## config.mk

```make
export PLATFORM = sky130hd
export DESIGN_NAME = i2c_bus_conditioner
export DESIGN_NICKNAME = d
export VERILOG_FILES = /design/src/rtl/i2c_bus_conditioner.sv
export SDC_FILE = /design/constraint.sdc
export NUM_CORES = 1
export LEC_CHECK = 0
export BUFFER_PORTS_ARGS = -buffer_cell sky130_fd_sc_hd__buf_2
export CAP_MARGIN = 20
export CORE_AREA = 3 3 40 42
export DETAILED_ROUTE_END_ITERATION = 7
export DIE_AREA = 0 0 43 45
export PLACE_DENSITY = 0.63
export REMOVE_ABC_BUFFERS = 1
export SLEW_MARGIN = 20
export SYNTH_ARGS = -nofsm -noshare
export SYNTH_HDL_FRONTEND = slang
export SYNTH_SLANG_ARGS = --single-unit
```

## constraint.sdc

```tcl
create_clock -name clk -period 1.3 [get_ports clk]
set_input_delay 0.13 -clock clk [delete_from_list [all_inputs] [get_ports clk]]
set_output_delay 0.13 -clock clk [all_outputs]
set_load 0.03 [all_outputs]
```

## src/rtl/i2c_bus_conditioner.sv

```systemverilog
// I2C pad front end: synchronises and glitch-filters SCL/SDA, emits registered edge, START/STOP and bus-busy.
// Optional SCL-low bus timeout is compiled in when I2C_BUS_TIMEOUT_EN is defined.
module i2c_bus_conditioner #(
    parameter int SYNC_STAGES    = 2,
    parameter int FILTER_CYCLES  = 3,
    parameter int TIMEOUT_CYCLES = 25000
) (
    input  logic clk,
    input  logic rst,
    input  logic scl_i,
    input  logic sda_i,
    output logic scl_f,
    output logic sda_f,
    output logic scl_rise,
    output logic scl_fall,
    output logic start_det,
    output logic rstart_det,
    output logic stop_det,
    output logic bus_busy,
    output logic bus_timeout
);

    localparam int FCW = $clog2(FILTER_CYCLES + 1);

    typedef enum logic {IDLE, BUSY} state_t;

    state_t                 state;
    state_t                 state_nxt;
    logic [SYNC_STAGES-1:0] scl_sync;
    logic [SYNC_STAGES-1:0] sda_sync;
    logic [FCW-1:0]         scl_cnt;
    logic [FCW-1:0]         sda_cnt;
    logic [FCW-1:0]         scl_cnt_nxt;
    logic [FCW-1:0]         sda_cnt_nxt;
    logic                   scl_nxt;
    logic                   sda_nxt;
    logic                   start_ev;
    logic                   stop_ev;

    always_ff @(posedge clk) begin
        if (rst) begin
            scl_sync <= '1;
            sda_sync <= '1;
        end else begin
            scl_sync <= {scl_sync[SYNC_STAGES-2:0], scl_i};
            sda_sync <= {sda_sync[SYNC_STAGES-2:0], sda_i};
        end
    end

    // A line flips only after FILTER_CYCLES consecutive samples disagree with the held level.
    always_comb begin
        scl_nxt     = scl_f;
        scl_cnt_nxt = '0;
        if (scl_sync[SYNC_STAGES-1] != scl_f) begin
            if (scl_cnt == FCW'(FILTER_CYCLES - 1)) begin
                scl_nxt = scl_sync[SYNC_STAGES-1];
            end else begin
                scl_cnt_nxt = scl_cnt + FCW'(1);
            end
        end
    end

    always_comb begin
        sda_nxt     = sda_f;
        sda_cnt_nxt = '0;
        if (sda_sync[SYNC_STAGES-1] != sda_f) begin
            if (sda_cnt == FCW'(FILTER_CYCLES - 1)) begin
                sda_nxt = sda_sync[SYNC_STAGES-1];
            end else begin
                sda_cnt_nxt = sda_cnt + FCW'(1);
            end
        end
    end

    // SCL must be steady high across the SDA change; a coincident SCL edge suppresses START/STOP.
    assign start_ev = scl_f & scl_nxt & sda_f & ~sda_nxt;
    assign stop_ev  = scl_f & scl_nxt & ~sda_f & sda_nxt;

    always_ff @(posedge clk) begin
        if (rst) begin
            scl_f      <= 1'b1;
            sda_f      <= 1'b1;
            scl_cnt    <= '0;
            sda_cnt    <= '0;
            scl_rise   <= 1'b0;
            scl_fall   <= 1'b0;
            start_det  <= 1'b0;
            rstart_det <= 1'b0;
            stop_det   <= 1'b0;
        end else begin
            scl_f      <= scl_nxt;
            sda_f      <= sda_nxt;
            scl_cnt    <= scl_cnt_nxt;
            sda_cnt    <= sda_cnt_nxt;
            scl_rise   <= scl_nxt & ~scl_f;
            scl_fall   <= ~scl_nxt & scl_f;
            start_det  <= start_ev;
            rstart_det <= start_ev & (state == BUSY);
            stop_det   <= stop_ev;
        end
    end

    always_ff @(posedge clk) begin
        if (rst) begin
            state <= IDLE;
        end else begin
            state <= state_nxt;
        end
    end

    always_comb begin
        state_nxt = state;
        case (state)
            IDLE:    if (start_det) state_nxt = BUSY;
            BUSY:    if (stop_det || bus_timeout) state_nxt = IDLE;
            default: state_nxt = IDLE;
        endcase
    end

    assign bus_busy = (state == BUSY);

`ifdef I2C_BUS_TIMEOUT_EN
    localparam int TCW = $clog2(TIMEOUT_CYCLES + 1);

    logic [TCW-1:0] tmo_cnt;

    always_ff @(posedge clk) begin
        if (rst || (state != BUSY) || scl_f) begin
            tmo_cnt     <= '0;
            bus_timeout <= 1'b0;
        end else if (tmo_cnt == TCW'(TIMEOUT_CYCLES - 1)) begin
            tmo_cnt     <= '0;
            bus_timeout <= 1'b1;
        end else begin
            tmo_cnt     <= tmo_cnt + TCW'(1);
            bus_timeout <= 1'b0;
        end
    end
`else
    assign bus_timeout = 1'b0;
`endif

endmodule

```

After elaboration in Yosys (flattened, before gate mapping)
Cells that the tools add are included.
Widths: inputs -> output; s select.
{ "op_classes": {"n_addsub": 2, "eq_ne": 4, "muxes": 7, "bitwise_logic": 15, "reduce_logical": 2} }
{ "op_table": {"columns": ["cell", "n"], "rows": [
  ["$and 1x1->1", 8],
  ["$not 1->1", 7],
  ["$mux 1", 6],
  ["$reduce_or 3->1", 2],
  ["$add 2x1->2 const B", 2],
  ["$eq 2x2->1 const B", 2],
  ["$ne 1x1->1", 2],
  ["$pmux 1 s2", 1]
]} }
{ "totals": {"reg_bits": 16, "input_bits": 4, "word_cells": 42} }

Longest topological paths before layout
Gate-level depths: netlist of the first run.
{ "depth": {"word_depth": 7, "depth_mapped": 4} }

Worst setup path before layout of the first run
No wires, ideal clock.
{ "synth_timing": {"kind": "register to register", "from": "reg scl_cnt[0]", "to": "reg rstart_det", "arrival_ns": 0.925, "required_time_ns": 1.222, "slack_ns": 0.297, "stages_incl_launch_ff": 5, "n_path_buf": 0, "cell_sequence": "dfxtp_1 > inv_1 > ha_1 > and2b_1 > nor3_1"} }
{ "synth_between": {"elab_chain_cells": 7} }
{ "synth_lines": {"columns": ["item", "line", "source"], "rows": [
  ["start: declaration", "31", "logic [FCW-1:0] scl_cnt;"],
  ["start signal: assignment", "93", "scl_cnt <= scl_cnt_nxt;"],
  ["$eq 2x2->1", "55", "if (scl_cnt == FCW'(FILTER_CYCLES - 1)) begin"],
  ["$mux 1", "55", null],
  ["$mux 1", "54", "if (scl_sync[SYNC_STAGES-1] != scl_f) begin"],
  ["$and 1x1->1 (3 in series)", "76", "assign start_ev = scl_f & scl_nxt & sda_f & ~sda_nxt;"],
  ["$and 1x1->1", "98", "rstart_det <= start_ev & (state == BUSY);"],
  ["end signal: assignment", "98", null],
  ["end: declaration", "17", "output logic rstart_det,"]
]} }
No other way between the ends.
A chain may end at the register's enable or synchronous reset.

Worst setup path in the final report of the first run
{ "layout_timing": {"from": "reg scl_f", "to": "out scl_f"} }
{ "layout_lines": {"columns": ["item", "line", "source"], "rows": [
  ["start: declaration", "12", "output logic scl_f,"],
  ["start signal: assignment", "91", "scl_f <= scl_nxt;"]
]} }
No word-level cell between the ends.

==> results.md, run 1 <==
* Status: complete, no violations
* Detail Route Antenna Nets at 0
* Count leader, synth: dfxtp_1
* Setup TNS Final at 0 ns
* # diodes at 0
* Final min period at 1.11 ns
* Synth Warn # at 0
* Leak pwr at 0.274 nW
* Crit path max fanout at 8
* Post-route clock period utilization at 85.1%
* Fraction of layout cells with a size suffix above 1 at 33.9%
* Vias post-DR at 383
* Initial antenna violation count at 0
* Largest net degree at the start of global routing at 16
* # Post-CTS Setup Buffers at 0
* Area Growth Syn to Fin at 17.5%
* Setup crit start kind: register
* Hold Violations, Final at 0
* Most used DFF post-synth: dfxtp_1
* Slew Limit Fails at 0
* Most frequent cells after synthesis: dfxtp_1 (16), nor4_1 (4), or2_2 (4)
* Fill cell count at 114
* Worst Path Required at 1.17 ns
* Post-synthesis register bit count at 16
* Starting Density at 43.3%
* Post-synthesis cell type count at 23
* Num rows at 13
* DRC Markers at 0
* Vias in the first global route at 368
* Crit path cell chain: buf_2
* Placed Area at 618 µm²
* Crit-path leading delay family: flip-flops
* TritonCTS Buffers at 3
* Maxcap violations at 0
* GPL Wtd Cong at 0.599
* Nets@finish at 69
* Die W at 43 µm
* Clk_skew at 0.00379 ns
* Cell taking the most area after synthesis: dfxtp_1
* Die area at 0.00194 mm²
* Unrepaired setup endpoints after global routing: false
* Async S/R FF share, synth at 0%
* Post-Synthesis Cell Area at 557 µm²
* Initial drt markers at 0
* Max VDD drop at 762 µV
* Post-CTS sizing at 0
* Die Y at 45 µm
* Fin area at 654 µm²
* Htree depth at 1
* Setup violators final at 0
* Cells after synthesis at 49
* Number of clock sinks at 16
* Ports at 13
* Worst path slowest cell: dfxtp_1
* Clock Path Buffers at 2
* Post-detail-place hpwl at 568 µm
* DRT Wirelength at 817 µm
* Hold Path Class: input pin to register
* Clock slew at reported path FFs at 0.09 ns
* Critical path arrival at 0.98 ns
* Register area share after synthesis at 57.5%
* First-pass GRT wire length at 1500 µm
* Total GRT Usage at 10.6%
* Crit path buffers/inverters at 1
* Syn Area/Cell at 11.4 µm²
* Router iterations before antenna repair at 1
* Vias per Instance at 4.97
* Clk_lat worst skew at 0.28 ns
* Grt total ovfl at 0
* Slowest stage delay, CP at 0.45 ns
* Fmax at 0.904 GHz
* CTS root buf: clkbuf_4
* Post-synth EDFFs at 0
* CTS Hold Bufs at 0
* CTS tree: built
* CP Capture Type: output pin
* Core area at 0.00128 mm²
* Routed len/inst at 10.6 µm
* Port-buffer cells at 11
* Register-to-Register Setup Slack at 0.21 ns
* Pwr Density at 1300 mW/mm²
* Synth top area share at 57.5%
* Critical path class: register to output pin
* Ranking of synthesized cells by area: dfxtp_1 (58%), ha_1 (4.5%), nor4_1 (4.5%)
==> flip-flops by register name, indices dropped and copies added, names as in the netlist <==
signal / cells
scl_cnt: 2
scl_sync: 2
sda_cnt: 2
sda_sync: 2
bus_busy: 1
rstart_det: 1
scl_f: 1
scl_fall: 1
scl_rise: 1
sda_f: 1
start_det: 1
stop_det: 1
==> final cells by class <==
class	count	area (µm²)	area share, %
Clock buffer	4	36.3	5.54
Multi-Input combinational cell	29	216	33.1
Tap cell	15	18.8	2.87
Inverter	2	7.51	1.15
Timing Repair Buffer	11	55.1	8.41
Sequential cell	16	320	48.9
==> report_power, final <==
group / internal [W] / switching (W)
Combinational: 0.0000125 / 0.0000146
Sequential: 0.000498 / 0.00000430
Clock: 0.000170 / 0.000151
==> layout by cell type (no fill, tap or decap) <==
master      n
a21oi_1     1
ha_1        2
clkbuf_8    1
nor2_1      1
and4bb_2    1
a211o_1     1
nor3_1      2
o21bai_1    1
dfxtp_1    16
or2_2       4
nand2b_1    2
buf_2      11
conb_1      1
nor2b_1     1
and2b_1     1
xnor2_1     2
nand4bb_1   1
nor4bb_1    1
clkbuf_4    3
nand4b_1    1
nand2_1     1
nor3b_2     1
nor4_1      4
inv_1       2
==> metrics by stage <==
step | hold WS (ns) | util (%) | setup slack [ns] | power, W | cells
global placement | 0.313 | 48.1 | 0.264 | 0.000540 | 73
detailed placement | 0.314 | 48.1 | 0.233 | 0.000541 | 73
CTS | 0.0167 | 50.9 | 0.169 | 0.000863 | 77
floorplan | 0.199 | - | 0.297 | 0.000529 | 47
global route | 0.0167 | 50.9 | 0.105 | 0.000893 | 77
finish | 0.0212 | 50.9 | 0.193 | 0.000851 | 77
==> routing by layer <==
metal	global-route usage [%]	wire length, µm	part of all wire (%)	up-vias
met1	12.5	431	53	172
met4	7.23	10	1.2	0
met5	0	0	0	-
met2	16.5	309	38	13
li1	-	-	-	196
met3	3.59	66	8.1	2
==> worst paths after layout <==
| check | cells after the start | to | start |
|---|---|---|---|
| hold reg to reg | 1 | scl_sync[1] | scl_sync[0] |
| hold / removal | 2 | scl_sync[0] | scl_i |
| setup reg to reg | 4 | rstart_det | scl_cnt[0] |
| setup / recovery | 1 | scl_f | scl_f |
==> logic make-up (layout without fill, tap and decap cells) <==
| group | Yosys count | in the layout | share of synthesized area [%] |
|---|---|---|---|
| and+or+nand+nor | 21 | 21 | 26.7 |
| other | 1 | 1 | 0.674 |
| xor gates and xnor gates | 2 | 2 | 3.15 |
| adders and majority gates | 2 | 2 | 4.49 |
| AOI/OAI and AO/OA | 3 | 3 | 3.82 |
| DFF | 16 | 16 | 57.5 |
| buffers and inverters | 4 | 17 | 3.60 |
Note: power is estimated with default switching activity, not from simulation.
==> run 2, diff against run 1 <==
Settings changed: GPL_ROUTABILITY_DRIVEN set to 0.
Clock period 1.3 ns to 1.05 ns, I/O delays scaled along.
==> run 2 against run 1 <==
Wire length up 3.4%. Via count decreased by 0.26%. Clock power grew 22%. Hold slack better by 0.14 ns. Largest power group unchanged.
==> results.md, run 2 (synthesized netlist as in run 1, its figures left out) <==
* Status: complete, no violations (unchanged)
* Core area at 0.00128 mm² (unchanged)
* Htree depth at 1 (unchanged)
* # diodes at 0 (unchanged)
* Routed len/inst at 10.7 µm (was 10.6 µm)
* First-pass GRT wire length at 1520 µm (was 1500 µm)
* Max VDD drop at 978 µV (was 762 µV)
* Clock Path Buffers at 2 (unchanged)
* # Post-CTS Setup Buffers at 0 (unchanged)
* Fill cell count at 112 (was 114)
* Largest net degree at the start of global routing at 16 (unchanged)
* Commonest cells after routing, fill and taps aside: dfxtp_1 (13), buf_2 (9), clkbuf_4 (5) (was dfxtp_1 (16), buf_2 (11), nor4_1 (4), or2_2 (4), clkbuf_4 (3))
* Post-detail-place hpwl at 568 µm (unchanged)
* Num rows at 13 (unchanged)
* Crit path cell chain: inv_2 -> ha_4 -> and2b_2 -> nor3b_2 (was buf_2)
* Die Y at 45 µm (unchanged)
* Critical path class: register to register (was register to output pin)
* Hold_ws at 0.165 ns (was 0.0212 ns)
* Starting Density at 43.3% (unchanged)
* Fraction of layout cells with a size suffix above 1 at 48.4% (was 33.9%)
* Hold Violations, Final at 0 (unchanged)
* Fmax at 1.01 GHz
* DRT Wirelength at 845 µm (was 817 µm)
* Post-route clock period utilization at 94.2%
* Total GRT Usage at 10.8% (was 10.6%)
* Slowest stage delay, CP at 0.34 ns (was 0.45 ns)
* Pwr Density at 1420 mW/mm² (was 1300 mW/mm²)
* Die area at 0.00194 mm² (unchanged)
* CP Capture Type: register (was output pin)
* Clk_lat worst skew at 0.28 ns (about the same)
* Detail Route Antenna Nets at 0 (unchanged)
* Number of clock sinks at 16 (unchanged)
* Maxcap violations at 0 (unchanged)
* Worst path slowest cell: dfxtp_2 (was dfxtp_1)
* Vias post-DR at 382 (was 383)
* Router iterations before antenna repair at 2 (was 1)
* Worst Path Required at 1.26 ns (was 1.17 ns)
* Die W at 43 µm (unchanged)
* Initial drt markers at 2 (was 0)
* TritonCTS Buffers at 3 (unchanged)
* Nets@finish at 71 (was 69)
* Setup violators final at 0 (unchanged)
* Crit path max fanout at 6 (was 8)
* Slew Limit Fails at 0 (unchanged)
* CTS tree: built (unchanged)
* Setup TNS Final at 0 ns (unchanged)
* CTS root buf: clkbuf_4 (unchanged)
* Port-buffer cells at 11 (unchanged)
* Crit path buffers/inverters at 1 (unchanged)
* Area Growth Syn to Fin at 33.0% (was 17.5%)
* Vias per Instance at 4.84 (was 4.97)
* Hold Path Class: input pin to register (unchanged)
* Crit-path leading delay family: simple AND/OR/NAND/NOR gates (was flip-flops)
* Setup crit start kind: register (unchanged)
* Grt total ovfl at 0 (unchanged)
* Ports at 13 (unchanged)
* Clock slew at reported path FFs at 0.09 ns (about the same)
* Commonest non-fill, non-tap cell in the layout: dfxtp_1 (unchanged)
* Critical path arrival at 1.20 ns (was 0.98 ns)
* Vias in the first global route at 380 (was 368)
* Clk_skew at 0.00351 ns (was 0.00379 ns)
* Initial antenna violation count at 0 (unchanged)
* Leak pwr at 0.290 nW (was 0.274 nW)
* Tot Pwr at 0.00105 W (was 0.000851 W)
* Final min period at 0.989 ns
* DRC Markers at 0 (unchanged)
==> run 2: cell types whose count changed in the layout (fill, tap and decap cells not counted), moves of 2 or more <==
cell,change
nor3_1,-2
ha_4,+2
dfxtp_1,-3
dfxtp_4,+2
dlygate4sd3_1,+2
nor3_2,+2
buf_2,-2
clkbuf_4,+2
ha_1,-2
==> run 2: cell type report <==
| type | instances | area [µm²] | area share [%] |
|---|---|---|---|
| clock buffers | 4 | 36.3 | 4.90 |
| flip-flops and latches | 16 | 329 | 44.4 |
| multi-input cells | 29 | 269 | 36.3 |
| inverters | 2 | 7.51 | 1.01 |
| well taps | 15 | 18.8 | 2.53 |
| repair buffers | 13 | 80.1 | 10.8 |
==> run 2: per-stage QoR <==
stage | area, µm² | utilization [%] | cells | setup WS (ns)
2_1_floorplan | 544 | - | 47 | 0.0470
3_3_place_gp | 618 | 48.1 | 73 | 0.0139
3_5_place_dp | 618 | 48.1 | 73 | -0.0168
4_1_cts | 682 | 53.1 | 79 | 0.00133
5_1_grt | 741 | 57.6 | 79 | -0.00380
6_report | 741 | 57.6 | 79 | 0.0606
==> run 2: metal layers <==
| metal | global-route usage, % | share of wire [%] | vias up |
|---|---|---|---|
| met5 | 0 | 0 | - |
| met4 | 7.23 | 1.4 | 0 |
| met3 | 3.59 | 7.0 | 2 |
| met2 | 17.1 | 40 | 11 |
| met1 | 12.5 | 52 | 170 |
| li1 | - | - | 199 |
==> run 2: repair_timing <==
item,in CTS,in global routing
hold endpoints to repair,2,0
pin swaps,0,4
hold buffers,2,0
cloned,0,0
setup endpoints to repair,5,6
resized for setup,4,12
==> run 2: worst paths after layout <==
kind                                    to        from  slack [ns]  cells after the start
worst max-delay path             start_det  scl_cnt[0]        0.06                      4
worst min-delay path            scl_cnt[0]         rst        0.17                      2
worst max register to register   start_det  scl_cnt[0]        0.06                      4
worst min register to register  scl_cnt[0]  scl_cnt[0]        0.41                      1
==> run 2: worst reg2reg max path: cells and delay by family, from the launching register on <==
kind	cells	cell delay [ns]
and+or+nand+nor	2	0.38
DFF	1	0.34
adders and majority gates	1	0.16
buffers and inverters	1	0.04
==> run 2: power by group <==
group          internal, W  switching (W)  leakage [nW]
combinational    0.0000234      0.0000201         0.139
sequential        0.000611     0.00000576         0.130
clock             0.000211       0.000183        0.0210
total             0.000845       0.000209         0.290
